--- src/rtl/hsv_color_tracker.sv ---
// hsv_color_tracker: per-frame HSV window classifier with pixel count
// and bounding box, published once per completed frame.
module hsv_color_tracker #(
  parameter int IMG_W      = 160,
  parameter int IMG_H      = 120,
  parameter int MIN_PIXELS = 16,
  localparam int XW = $clog2(IMG_W),
  localparam int YW = $clog2(IMG_H)
) (
  input  logic          clk,
  input  logic          rst,
  input  logic          frame_start,
  input  logic          in_valid,
  input  logic [7:0]    h,
  input  logic [5:0]    s,
  input  logic [5:0]    v,
  input  logic [7:0]    h_lo,
  input  logic [7:0]    h_hi,
  input  logic [5:0]    s_min,
  input  logic [5:0]    v_min,
  output logic [XW-1:0] x_min,
  output logic [XW-1:0] x_max,
  output logic [YW-1:0] y_min,
  output logic [YW-1:0] y_max,
  output logic [15:0]   pix_count,
  output logic          found,
  output logic          result_valid
);

  localparam logic [XW-1:0] X_LAST = XW'(IMG_W - 1);
  localparam logic [YW-1:0] Y_LAST = YW'(IMG_H - 1);
  localparam logic [15:0]   MIN_N  = 16'(MIN_PIXELS);

  typedef enum logic {IDLE, ACCUM} state_t;

  state_t        state;
  logic [7:0]    lo_q, hi_q;
  logic [5:0]    smin_q, vmin_q;
  logic [XW-1:0] x_q, bx_min_q, bx_max_q;
  logic [YW-1:0] y_q, by_min_q, by_max_q;
  logic [15:0]   cnt_q;

  logic [7:0]    lo, hi;
  logic [5:0]    smin, vmin;
  logic          active, take, hue_ok, hit, last, found_n;
  logic [XW-1:0] px, bx_min_b, bx_max_b, bx_min_n, bx_max_n;
  logic [YW-1:0] py, by_min_b, by_max_b, by_min_n, by_max_n;
  logic [15:0]   cnt_b, cnt_n;

  // A frame_start pixel uses the fresh thresholds and cleared accumulators
  always_comb begin
    lo       = frame_start ? h_lo  : lo_q;
    hi       = frame_start ? h_hi  : hi_q;
    smin     = frame_start ? s_min : smin_q;
    vmin     = frame_start ? v_min : vmin_q;
    active   = frame_start || (state == ACCUM);
    take     = in_valid && active;
    px       = frame_start ? '0 : x_q;
    py       = frame_start ? '0 : y_q;
    cnt_b    = frame_start ? '0 : cnt_q;
    bx_min_b = frame_start ? '1 : bx_min_q;
    bx_max_b = frame_start ? '0 : bx_max_q;
    by_min_b = frame_start ? '1 : by_min_q;
    by_max_b = frame_start ? '0 : by_max_q;
    if (lo <= hi) hue_ok = (h >= lo) && (h <= hi);
    else          hue_ok = (h >= lo) || (h <= hi);
    hit      = take && hue_ok && (s >= smin) && (v >= vmin);
    cnt_n    = cnt_b + 16'(hit && (cnt_b != 16'hFFFF));
    bx_min_n = (hit && px < bx_min_b) ? px : bx_min_b;
    bx_max_n = (hit && px > bx_max_b) ? px : bx_max_b;
    by_min_n = (hit && py < by_min_b) ? py : by_min_b;
    by_max_n = (hit && py > by_max_b) ? py : by_max_b;
    last     = take && (px == X_LAST) && (py == Y_LAST);
    found_n  = cnt_n >= MIN_N;
  end

  // Frame FSM, accumulators and registered result
  always_ff @(posedge clk or posedge rst) begin
    if (rst) begin
      state        <= IDLE;
      lo_q         <= '0;
      hi_q         <= '0;
      smin_q       <= '0;
      vmin_q       <= '0;
      x_q          <= '0;
      y_q          <= '0;
      cnt_q        <= '0;
      bx_min_q     <= '0;
      bx_max_q     <= '0;
      by_min_q     <= '0;
      by_max_q     <= '0;
      x_min        <= '0;
      x_max        <= '0;
      y_min        <= '0;
      y_max        <= '0;
      pix_count    <= '0;
      found        <= 1'b0;
      result_valid <= 1'b0;
    end else begin
      result_valid <= 1'b0;
      if (frame_start) begin
        lo_q   <= h_lo;
        hi_q   <= h_hi;
        smin_q <= s_min;
        vmin_q <= v_min;
      end
      if (active) begin
        cnt_q    <= cnt_n;
        bx_min_q <= bx_min_n;
        bx_max_q <= bx_max_n;
        by_min_q <= by_min_n;
        by_max_q <= by_max_n;
        if (take) begin
          if (px == X_LAST) begin
            x_q <= '0;
            y_q <= py + 1'b1;
          end else begin
            x_q <= px + 1'b1;
            y_q <= py;
          end
        end else begin
          x_q <= px;
          y_q <= py;
        end
        state <= last ? IDLE : ACCUM;
        if (last) begin
          pix_count    <= cnt_n;
          found        <= found_n;
          x_min        <= found_n ? bx_min_n : '0;
          x_max        <= found_n ? bx_max_n : '0;
          y_min        <= found_n ? by_min_n : '0;
          y_max        <= found_n ? by_max_n : '0;
          result_valid <= 1'b1;
        end
      end
    end
  end

endmodule

--- config.mk ---
export PLATFORM = sky130hd
export DESIGN_NAME = hsv_color_tracker
export DESIGN_NICKNAME = d
export VERILOG_FILES = /design/src/rtl/hsv_color_tracker.sv
export SDC_FILE = /design/constraint.sdc
export NUM_CORES = 1
export LEC_CHECK = 0
export CELL_PAD_IN_SITES_DETAIL_PLACEMENT = 1
export CELL_PAD_IN_SITES_GLOBAL_PLACEMENT = 1
export CORE_MARGIN = 2
export CORE_UTILIZATION = 40
export DETAILED_ROUTE_END_ITERATION = 8
export PLACE_DENSITY_LB_ADDON = 0.25
export RECOVER_POWER = 25
export SLEW_MARGIN = 20
export SYNTH_ARGS = -nofsm -noshare
export SYNTH_HDL_FRONTEND = slang
export SYNTH_SLANG_ARGS = --single-unit
--- constraint.sdc ---
create_clock -name clk -period 4.2 [get_ports clk]
set_input_delay 0.42 -clock clk [delete_from_list [all_inputs] [get_ports clk]]
set_output_delay 0.42 -clock clk [all_outputs]
set_load 0.005 [all_outputs]
======== After elaboration in Yosys (flattened, before gate mapping) ========
Cells that the tools add are included.
W data, S select, Z words.
storage, ports and cells
  register bits after elaboration ......... 138
  word-level logic and storage cells ...... 77
operators by class
  add/sub/neg operators ................... 3
  order comparisons ....................... 10
  equal/unequal tests ..................... 3
  mux-type cells .......................... 27
  reductions and logical operators ........ 15
operators by type and width
  kind                    number
  $mux W8                 11
  $mux W7                 9
  $add A16 B1 Y16         1
  $ge A16 B5 Y1 const B   1
  $le A8 B8 Y1            2
  $mux W16                1
  $ne A16 B16 Y1 const B  1
  $ge A6 B6 Y1            2
  $logic_and A1 B1 Y1     12
  $mux W6                 2
  $add A8 B1 Y8 const B   1
  $eq A8 B8 Y1 const B    1
  $ge A8 B8 Y1            1
  $gt A8 B8 Y1            1
  $lt A8 B8 Y1            1
  $add A7 B1 Y7 const B   1
  $eq A7 B7 Y1 const B    1
  $gt A7 B7 Y1            1
  $lt A7 B7 Y1            1
  $mux W1                 4
  $logic_or A1 B1 Y1      2
  $reduce_and A2 Y1       1

======== Logic depth before layout (Yosys ltp) ========
Gate-level depths: netlist of the first run.
  word-level depth ........................ 11
  mapped depth ............................ 25
  gate-level depth less buffers ........... 18

======== Worst setup path before layout of the first run ========
No wires, ideal clock.
  path kind ............................... in2reg
  start point ............................. input port frame_start
  end point ............................... register y_max[0]
  data arrival time ....................... 5,167 ps
  required time ........................... 4,079 ps
  path slack .............................. -1,088 ps
  stages on the path ...................... 25
  cells stage by stage .................... buf_6 > buf_2 > buf_1 > buf_2 > buf_2 > mux2i_1 > inv_1 > ha_1 > nand2b_1 > a2111oi_0 > o31ai_1 > maj3_2 > nand2_1 > a21oi_1 > ha_1 > ha_1 > buf_4 > a311oi_1 > a31oi_1 > o31ai_2 > nand4_1 > nor4_4 > nor2_4 > buf_6 > a22o_1
on the way
  cells in the longest elaborated chain, start to end .. 11
  elaborated cells on any way between the ends .. 34
  classes of those cells .................. 1 x add/sub; 7 x order compare; 3 x eq/ne; 11 x mux; 12 x reduce/logical
ends and longest elaborated chain
  element                                                    RTL line  source
  start, declared                                            12        input logic frame_start,
  $mux W8 *                                                  --
  net lo[0]                                                  43        logic [7:0] lo, hi;
  $ge A8 B8 Y1                                               65, 66
  $logic_or A1 B1 Y1 or $logic_and A1 B1 Y1 (tied branches)  66, 65
  $mux W1 *                                                  65        if (lo <= hi) hue_ok = (h >= lo) && (h <= hi);
  $logic_and A1 B1 Y1 * (3 in a row)                         67        hit = take && hue_ok && (s >= smin) && (v >= vmin);
  $logic_and A1 B1 Y1                                        68        cnt_n = cnt_b + 16'(hit && (cnt_b != 16'hFFFF));
  $add A16 B1 Y16                                            68
  $ge A16 B5 Y1                                              74        found_n = cnt_n >= MIN_N;
  $mux W7 *                                                  132       y_max <= found_n ? by_max_n : '0;
  end signal, assigned                                       132
  end, declared                                              24        output logic [YW-1:0] y_max,
Mark *: on every way through the listed nets, which the timed path passes. The rest lies on a longest branch.
A chain may end at the register's enable or synchronous reset.

======== Worst setup path in the final report of the first run ========
  start point ............................. input port h_lo[0]
  end point ............................... register x_max[1]
on the way
  cells in the longest elaborated chain, start to end .. 11
  elaborated cells on any way between the ends .. 15
  classes of those cells .................. 1 x add/sub; 3 x order compare; 4 x mux; 7 x reduce/logical
ends and longest elaborated chain
  element                                                    RTL line  source
  start, declared                                            17        input logic [7:0] h_lo,
  $mux W8 *                                                  --
  $ge A8 B8 Y1                                               65, 66
  $logic_or A1 B1 Y1 or $logic_and A1 B1 Y1 (tied branches)  66, 65
  $mux W1 *                                                  65
  $logic_and A1 B1 Y1 * (3 in a row)                         67
  $logic_and A1 B1 Y1                                        68
  $add A16 B1 Y16                                            68
  $ge A16 B5 Y1                                              74
  $mux W8 *                                                  130       x_max <= found_n ? bx_max_n : '0;
  end signal, assigned                                       130
  end, declared                                              22        output logic [XW-1:0] x_max,
Mark *: on every way between the ends. The rest lies on a longest branch, timed or not.

==> metrics, run 1 <==
Worst Hold Class=primary input to register; number of top-level design ports=100; maximum clock insertion buffer count=2; Post-Synthesis Cells=about 720; GRT Util Overall=0.227; total power divided by cell area=~330 nW/µm²; critical path class=primary input to register; cell at the root of the clock tree=sky130_fd_sc_hd__clkbuf_16; wire length per cell=between 15 and 20 µm; clock-pin slew on the worst setup and hold paths=0.06 ns; Final nets=1000; Via-to-Cell Ratio=between 5 and 6; worst flop-to-flop path startpoint=hi_q[2]; synthesized area per cell=~11 µm²; Worst-Skew Late Latency=between 0.4 and 0.5 ns; Worst-Margin Slew=slightly above 1 ns; Initial Utilization=0.407; number of synthesized register bits=138; hold violation total from the final report=0; final weighted congestion of routability-driven global placement=0.838; post-detailed-route DRC marker count=0; Post-synth EDFFs=0; count of input and output buffers=99; peak ir drop on the vdd network=0.282 mV; overall die area=20200 µm²; CP Data Required Time=between 4 and 5 ns; Die X-Extent=roughly 140 µm; Yosys warning count=0; worst path cell trace=clkdlybuf4s50_1 -> mux2i_1 -> buf_4 -> ha_1 -> nand4_1 -> nor2_2 -> o22ai_2 -> maj3_2 -> nand2_2 -> a21oi_2 -> ha_2 -> ha_4 -> buf_12 -> nand4_1 -> nor4_2 -> mux2i_1 -> nand3_1 -> nor4_4 -> buf_4 -> nor2_4 -> clkbuf_16 -> a22o_1; f_max=232 MHz; synthesis-to-layout area growth=33.7%; ANT nets after route=0; final instance area=between 10000 and 15000 µm²; placement row count=50; relative max-transition margin=0.322; final design utilization=0.545; core region area=18700 µm²; Final Critical Period=around 4.3 ns; final setup violation count=31; failing checks=setup timing; maximum number of pins on one net before global-route repair=around 110; final critical-path setup slack=-0.107 ns; dpl cell area=slightly above 9000 µm²; Max Clock Skew=~0.011 ns; critical path startpoint category=primary input; Cell variety after synth=77; wire length of the first global-routing pass=~36000 µm; number of clock sinks=between 100 and 150; Synth Cell Area=7620 µm²; antenna cell count=0; data arrival time of the worst path=4.63 ns; worst setup path startpoint=h_lo[0]; share of flip-flops with an asynchronous set or reset=1.00; Routed Wire Length=~22000 µm; status=finished, violations left; RSZ-0062 raised after global routing=yes; worst hold slack after final layout=approximately 0.34 ns; via count of the first global-routing pass=6920; number of max-slew violations in the final report=0; drt first pass iters=5; routed vias=just over 6000; maximum cell stage delay along the critical path=0.49 ns; total CTS buffers=17; crit path max fanout=7; Leak Pwr=roughly 5.0 nW; Die Span Y=142 µm; master of the slowest instance on the critical path=sky130_fd_sc_hd__clkdlybuf4s50_1; clock tree from TritonCTS=yes; predominant post-synthesis flop cell=sky130_fd_sc_hd__dfrtp_1; Crit. End Element=register; maxcap violations=0; share of post-route cells with drive strength above 1=0.200; GR Overflow Total=0; deepest level of the CTS H-tree=4; net count after synthesis=between 800 and 900; period utilization=1.03; HPWL Detailed=around 15000 µm; launch point of the worst hold path=frame_start; initial antenna violation count=0; share of synthesized area occupied by flip-flops and latches=0.453; initial drt markers=about 320
## stage by stage
stage | power (W) | std cells | setup WS [ns] | setup TNS, ns
global placement | 0.00180 | 1078 | -0.599 | -17.91
finish | 0.00335 | 1127 | -0.107 | -2.45
floorplan | 0.00165 | 715 | -0.487 | -14.96
global route | 0.00348 | 1127 | -0.256 | -7.24
detailed placement | 0.00183 | 1078 | -0.660 | -19.93
CTS | 0.00333 | 1120 | 0.00107 | 0
## layout make-up
class | count | area, µm²
fillers | 1947 | 8520
multi-input cells | 496 | 3980
flip-flops and latches | 138 | 3450
repair buffers | 176 | 1670
clock buffers | 22 | 454
well taps | 234 | 293
inverters | 51 | 218
clock inverters | 10 | 119
## flip-flops by register name, indices dropped and copies added, names as in the netlist
name,cells
y_min,7
by_min_q,7
bx_min_q,8
by_max_q,7
cnt_q,16
x_q,8
pix_count,16
x_max,8
state,1
smin_q,6
hi_q,8
lo_q,8
y_max,7
y_q,7
x_min,8
found,1
bx_max_q,8
vmin_q,6
result_valid,1
## worst paths after layout
| path | end | slack [ns] | cells after the start |
|---|---|---|---|
| max in group asynchronous | by_min_q[4] | 2.89 | 3 |
| hold reg to reg | pix_count[2] | 0.48 | 2 |
| hold / removal | hi_q[1] | 0.34 | 3 |
| setup reg to reg | x_max[1] | -0.10 | 20 |
| min in group asynchronous | hi_q[4] | 0.56 | 2 |
| setup / recovery | x_max[1] | -0.11 | 22 |
## routing by layer
metal	vias to the layer above	share of wire	wire [µm]	GRT usage
li1	2864	-	-	-
met1	3180	0.44	9750	0.280
met2	113	0.52	11600	0.404
met3	29	0.030	660	0.0397
met4	0	0.016	367	0.0700
met5	-	0	0	0
## cells in the final DEF, fill, tap and decap left out, types with 5 or more instances in the layout
cell                              instances
sky130_fd_sc_hd__nor2_1                  47
sky130_fd_sc_hd__or3_1                    5
sky130_fd_sc_hd__mux2_2                  10
sky130_fd_sc_hd__nand2b_1                 7
sky130_fd_sc_hd__nand2_1                 73
sky130_fd_sc_hd__nand4_1                 14
sky130_fd_sc_hd__a21oi_1                 16
sky130_fd_sc_hd__inv_1                   46
sky130_fd_sc_hd__ha_4                     5
sky130_fd_sc_hd__mux2i_2                  5
sky130_fd_sc_hd__nand3_1                 13
sky130_fd_sc_hd__clkbuf_16               18
sky130_fd_sc_hd__xnor2_1                 17
sky130_fd_sc_hd__nor2b_1                  9
sky130_fd_sc_hd__xor2_1                   5
sky130_fd_sc_hd__dfrtp_1                138
sky130_fd_sc_hd__clkdlybuf4s50_1         92
sky130_fd_sc_hd__a22o_1                  30
sky130_fd_sc_hd__o21a_1                   6
sky130_fd_sc_hd__buf_4                   71
sky130_fd_sc_hd__o21ai_0                 26
sky130_fd_sc_hd__ha_1                    62
sky130_fd_sc_hd__mux2i_1                 46
sky130_fd_sc_hd__buf_12                   6
sky130_fd_sc_hd__a21o_1                   6
## Yosys cell counts, types with 5 or more instances
cell                         n  area (µm²)
sky130_fd_sc_hd__a22o_1     30         263
sky130_fd_sc_hd__nand3_1    13        65.1
sky130_fd_sc_hd__mux2i_1    55         551
sky130_fd_sc_hd__nor2b_1     9        56.3
sky130_fd_sc_hd__o21a_1      6        45.0
sky130_fd_sc_hd__or3_1       5        31.3
sky130_fd_sc_hd__ha_1       68         851
sky130_fd_sc_hd__nand2b_1    8        50.1
sky130_fd_sc_hd__xor2_1      5        43.8
sky130_fd_sc_hd__a21oi_1    17        85.1
sky130_fd_sc_hd__xnor2_1    17         149
sky130_fd_sc_hd__clkbuf_1   11        41.3
sky130_fd_sc_hd__inv_1      48         180
sky130_fd_sc_hd__dfrtp_1   138        3450
sky130_fd_sc_hd__a311oi_1    5        43.8
sky130_fd_sc_hd__a21o_1      6        45.0
sky130_fd_sc_hd__o21ai_0    26         130
sky130_fd_sc_hd__nand4_1    14        87.6
sky130_fd_sc_hd__nor2_1     48         180
sky130_fd_sc_hd__nor3_1      5        25.0
sky130_fd_sc_hd__nand2_1    75         282
sky130_fd_sc_hd__mux2_2     12         135
sky130_fd_sc_hd__buf_2       6        30.0
sky130_fd_sc_hd__buf_6      11         124
sky130_fd_sc_hd__o22ai_1     5        31.3
sky130_fd_sc_hd__o31ai_1     5        37.5
## where the power goes
group / internal [W] / leakage (nW) / switching [W]
Clock: 0.000891 / 0.271 / 0.000606
Sequential: 0.00138 / 1.79 / 0.0000184
Combinational: 0.000224 / 2.93 / 0.000232
## logic make-up (layout without fill, tap and decap cells)
| kind of cell | count (synthesis) | after routing | share of synthesized area |
|---|---|---|---|
| simple gates | 213 | 214 | 0.145 |
| buf+inv | 82 | 259 | 0.0552 |
| compound gates | 124 | 124 | 0.118 |
| mux | 67 | 67 | 0.0900 |
| xor+xnor | 22 | 22 | 0.0253 |
| flops | 138 | 138 | 0.453 |
| fa+ha+maj | 69 | 69 | 0.113 |
## critical path: cells and delay by family
family	cells	cell delay, ns
buffers and inverters	5	1.11
muxes	2	0.47
adders and majority gates	4	0.91
and+or+nand+nor	8	1.21
AOI/OAI and AO/OA	3	0.46
## timing repair
action	in CTS	in global routing
endpoints found under the setup margin	31	31
cloned	1	1
resized for setup	10	24
pin swaps	12	10
buffers inserted	9	6
hold buffers	0	0
Note: power is estimated with default switching activity, not from simulation.
==> inputs of run 2 (changes only) <==
--- a/config.mk
+++ b/config.mk
@@ -7,7 +7,6 @@
 export LEC_CHECK = 0
 export CELL_PAD_IN_SITES_DETAIL_PLACEMENT = 1
 export CELL_PAD_IN_SITES_GLOBAL_PLACEMENT = 1
-export CORE_MARGIN = 2
 export CORE_UTILIZATION = 40
 export DETAILED_ROUTE_END_ITERATION = 8
 export PLACE_DENSITY_LB_ADDON = 0.25
==> run 2 against run 1 <==
  * Critical endpoint unchanged
  * Final cell count barely moved
  * Largest cell class unchanged
  * Clock-buffer cell count fell by 3
  * Final area fell by 0.70%
  * The flow still finishes with violations (setup timing)
  * Via count is 0.76% lower
  * First-iteration DRC count decreased by 33%
==> metrics, run 2 (synthesis gave the netlist of run 1 again) <==
Final Critical Period=between 4 and 5 ns; synthesis-to-layout area growth=32.7%; data arrival time of the worst path=about 4.7 ns; most common cell after layout, fill and taps aside=sky130_fd_sc_hd__dfrtp_1; most frequent CP cell=sky130_fd_sc_hd__a21oi_2; cell at the root of the clock tree=sky130_fd_sc_hd__clkbuf_16; number of top-level design ports=100; largest registers in the final layout=cnt_q: 16 flops, pix_count: 16 flops; maximum clock insertion buffer count=2; clock-pin slew on the worst setup and hold paths=~0.060 ns; deepest level of the CTS H-tree=4; Die Span Y=140 µm; Max Clock Skew=0.0119 ns; initial drt markers=approximately 210; Crit. End Element=register; most frequent cells in the layout=sky130_fd_sc_hd__dfrtp_1, sky130_fd_sc_hd__clkdlybuf4s50_1, sky130_fd_sc_hd__nand2_1, sky130_fd_sc_hd__buf_4, sky130_fd_sc_hd__ha_1; maximum number of pins on one net before global-route repair=108; Via-to-Cell Ratio=5.44; final critical-path setup slack=-0.0807 ns; Die X-Extent=~140 µm; final weighted congestion of routability-driven global placement=between 0.8 and 0.9; status=finished, violations left; Routed Wire Length=22100 µm; Final nets=1000; post-detailed-route DRC marker count=0; final design utilization=0.541; total power divided by cell area=about 330 nW/µm²; wire length per cell=19.6 µm; Worst Hold Class=primary input to register; maximum cell stage delay along the critical path=roughly 0.52 ns; GR Overflow Total=0; share of post-route cells with drive strength above 1=0.197; core region area=roughly 19000 µm²; routed vias=between 6000 and 7000; overall die area=approximately 20000 µm²; drt first pass iters=4; critical path startpoint category=primary input; clock tree from TritonCTS=yes; buffers and inverters on the worst path=2; maxcap violations=0; CP Data Required Time=between 4 and 5 ns; hold violation total from the final report=0; number of max-slew violations in the final report=0; via count of the first global-routing pass=between 6000 and 7000; count of input and output buffers=a little under 100; Design Power=0.00334 W; Initial Utilization=0.407; RSZ-0062 raised after global routing=yes; GRT Util Overall=0.240; worst hold slack after final layout=0.390 ns; Worst-Skew Late Latency=around 0.44 ns; Worst-Margin Slew=0.980 ns; relative max-transition margin=0.344; period utilization=1.02; failing checks=setup timing; master of the slowest instance on the critical path=sky130_fd_sc_hd__or4_1; peak ir drop on the vdd network=0.309 mV; number of clock sinks=roughly 140; final setup violation count=30; crit path max fanout=8; critical path class=primary input to register; worst path cell trace=clkdlybuf4s50_1 -> mux2_1 -> ha_1 -> nand2b_1 -> a2111oi_1 -> or3_4 -> a211oi_4 -> nand2_2 -> a21oi_2 -> ha_2 -> ha_4 -> nand3b_1 -> or4_1 -> a21oi_2 -> or2_4 -> nor4_4 -> buf_6 -> nor2_4 -> a22o_1; kind of cell adding the most delay to the critical path=simple AND/OR/NAND/NOR gates; ANT nets after route=0; HPWL Detailed=15200 µm; total CTS buffers=17; f_max=234 MHz; initial antenna violation count=1; setup tns final=-1.18 ns; fillers=1978; hold buffer count at cts=0; Leak Pwr=4.96 nW; placement row count=50; wire length of the first global-routing pass=about 36000 µm
## run 2: cell types whose count changed in the layout (fill, tap and decap cells not counted), moves of 3 or more
| cell | delta |
|---|---|
| sky130_fd_sc_hd__ha_4 | -3 |
| sky130_fd_sc_hd__buf_12 | -5 |
| sky130_fd_sc_hd__buf_6 | +5 |
| sky130_fd_sc_hd__clkdlybuf4s50_1 | +3 |
| sky130_fd_sc_hd__buf_4 | -5 |
| sky130_fd_sc_hd__ha_1 | +3 |
## run 2: tightest hold or removal path: cells and delay by family
family	cells	cell delay [ns]
buffers and inverters	3	0.28
muxes	1	0.08
## run 2: repair_timing
action	in CTS	in global routing
cloned	3	0
gates resized for setup	18	22
buffers inserted	12	4
pin swaps	11	5
endpoints found under the setup margin	31	33
## run 2: path summary, 6_finish.rpt
path	start	depth (start not counted)	end	slack (ns)
worst max register to register	hi_q[1]	18	x_max[1]	-0.06
worst min register to register	found	1	found	0.48
worst max-delay path	v_min[0]	19	x_max[1]	-0.08
worst min-delay path	h_hi[2]	4	hi_q[2]	0.39
max in group asynchronous	rst	3	smin_q[2]	2.90
min in group asynchronous	rst	2	x_max[1]	0.53
## run 2: final cells by class
class | count | area [µm²] | share of cell area
antenna | 1 | 2.50 | 0.000247
clock buffer | 19 | 443 | 0.0438
clock inverter | 13 | 141 | 0.0140
inverter | 51 | 218 | 0.0215
multi-input combinational | 498 | 3980 | 0.394
sequential | 138 | 3450 | 0.341
tap | 234 | 293 | 0.0289
timing repair buffer | 174 | 1580 | 0.156
## run 2: power by group
| part | internal, W | switching (W) |
|---|---|---|
| registers | 0.00138 | 0.0000174 |
| logic | 0.000207 | 0.000226 |
| clock network | 0.000892 | 0.000621 |
## run 2: stage by stage
stage               area [µm²]  instances  worst slack (ns)
floorplan                 7750        715            -0.487
global placement          9210       1076            -0.660
detailed placement        9210       1076            -0.811
CTS                       9990       1123            0.0216
global route             10100       1128            -0.269
finish                   10100       1128           -0.0807
## run 2: per-layer routing
metal | track usage | share of wire | vias up
met5 | 0 | 0 | -
met4 | 0.0931 | 0.024 | 0
met3 | 0.0434 | 0.033 | 44
met2 | 0.417 | 0.51 | 129
met1 | 0.297 | 0.44 | 3096
li1 | - | - | 2870
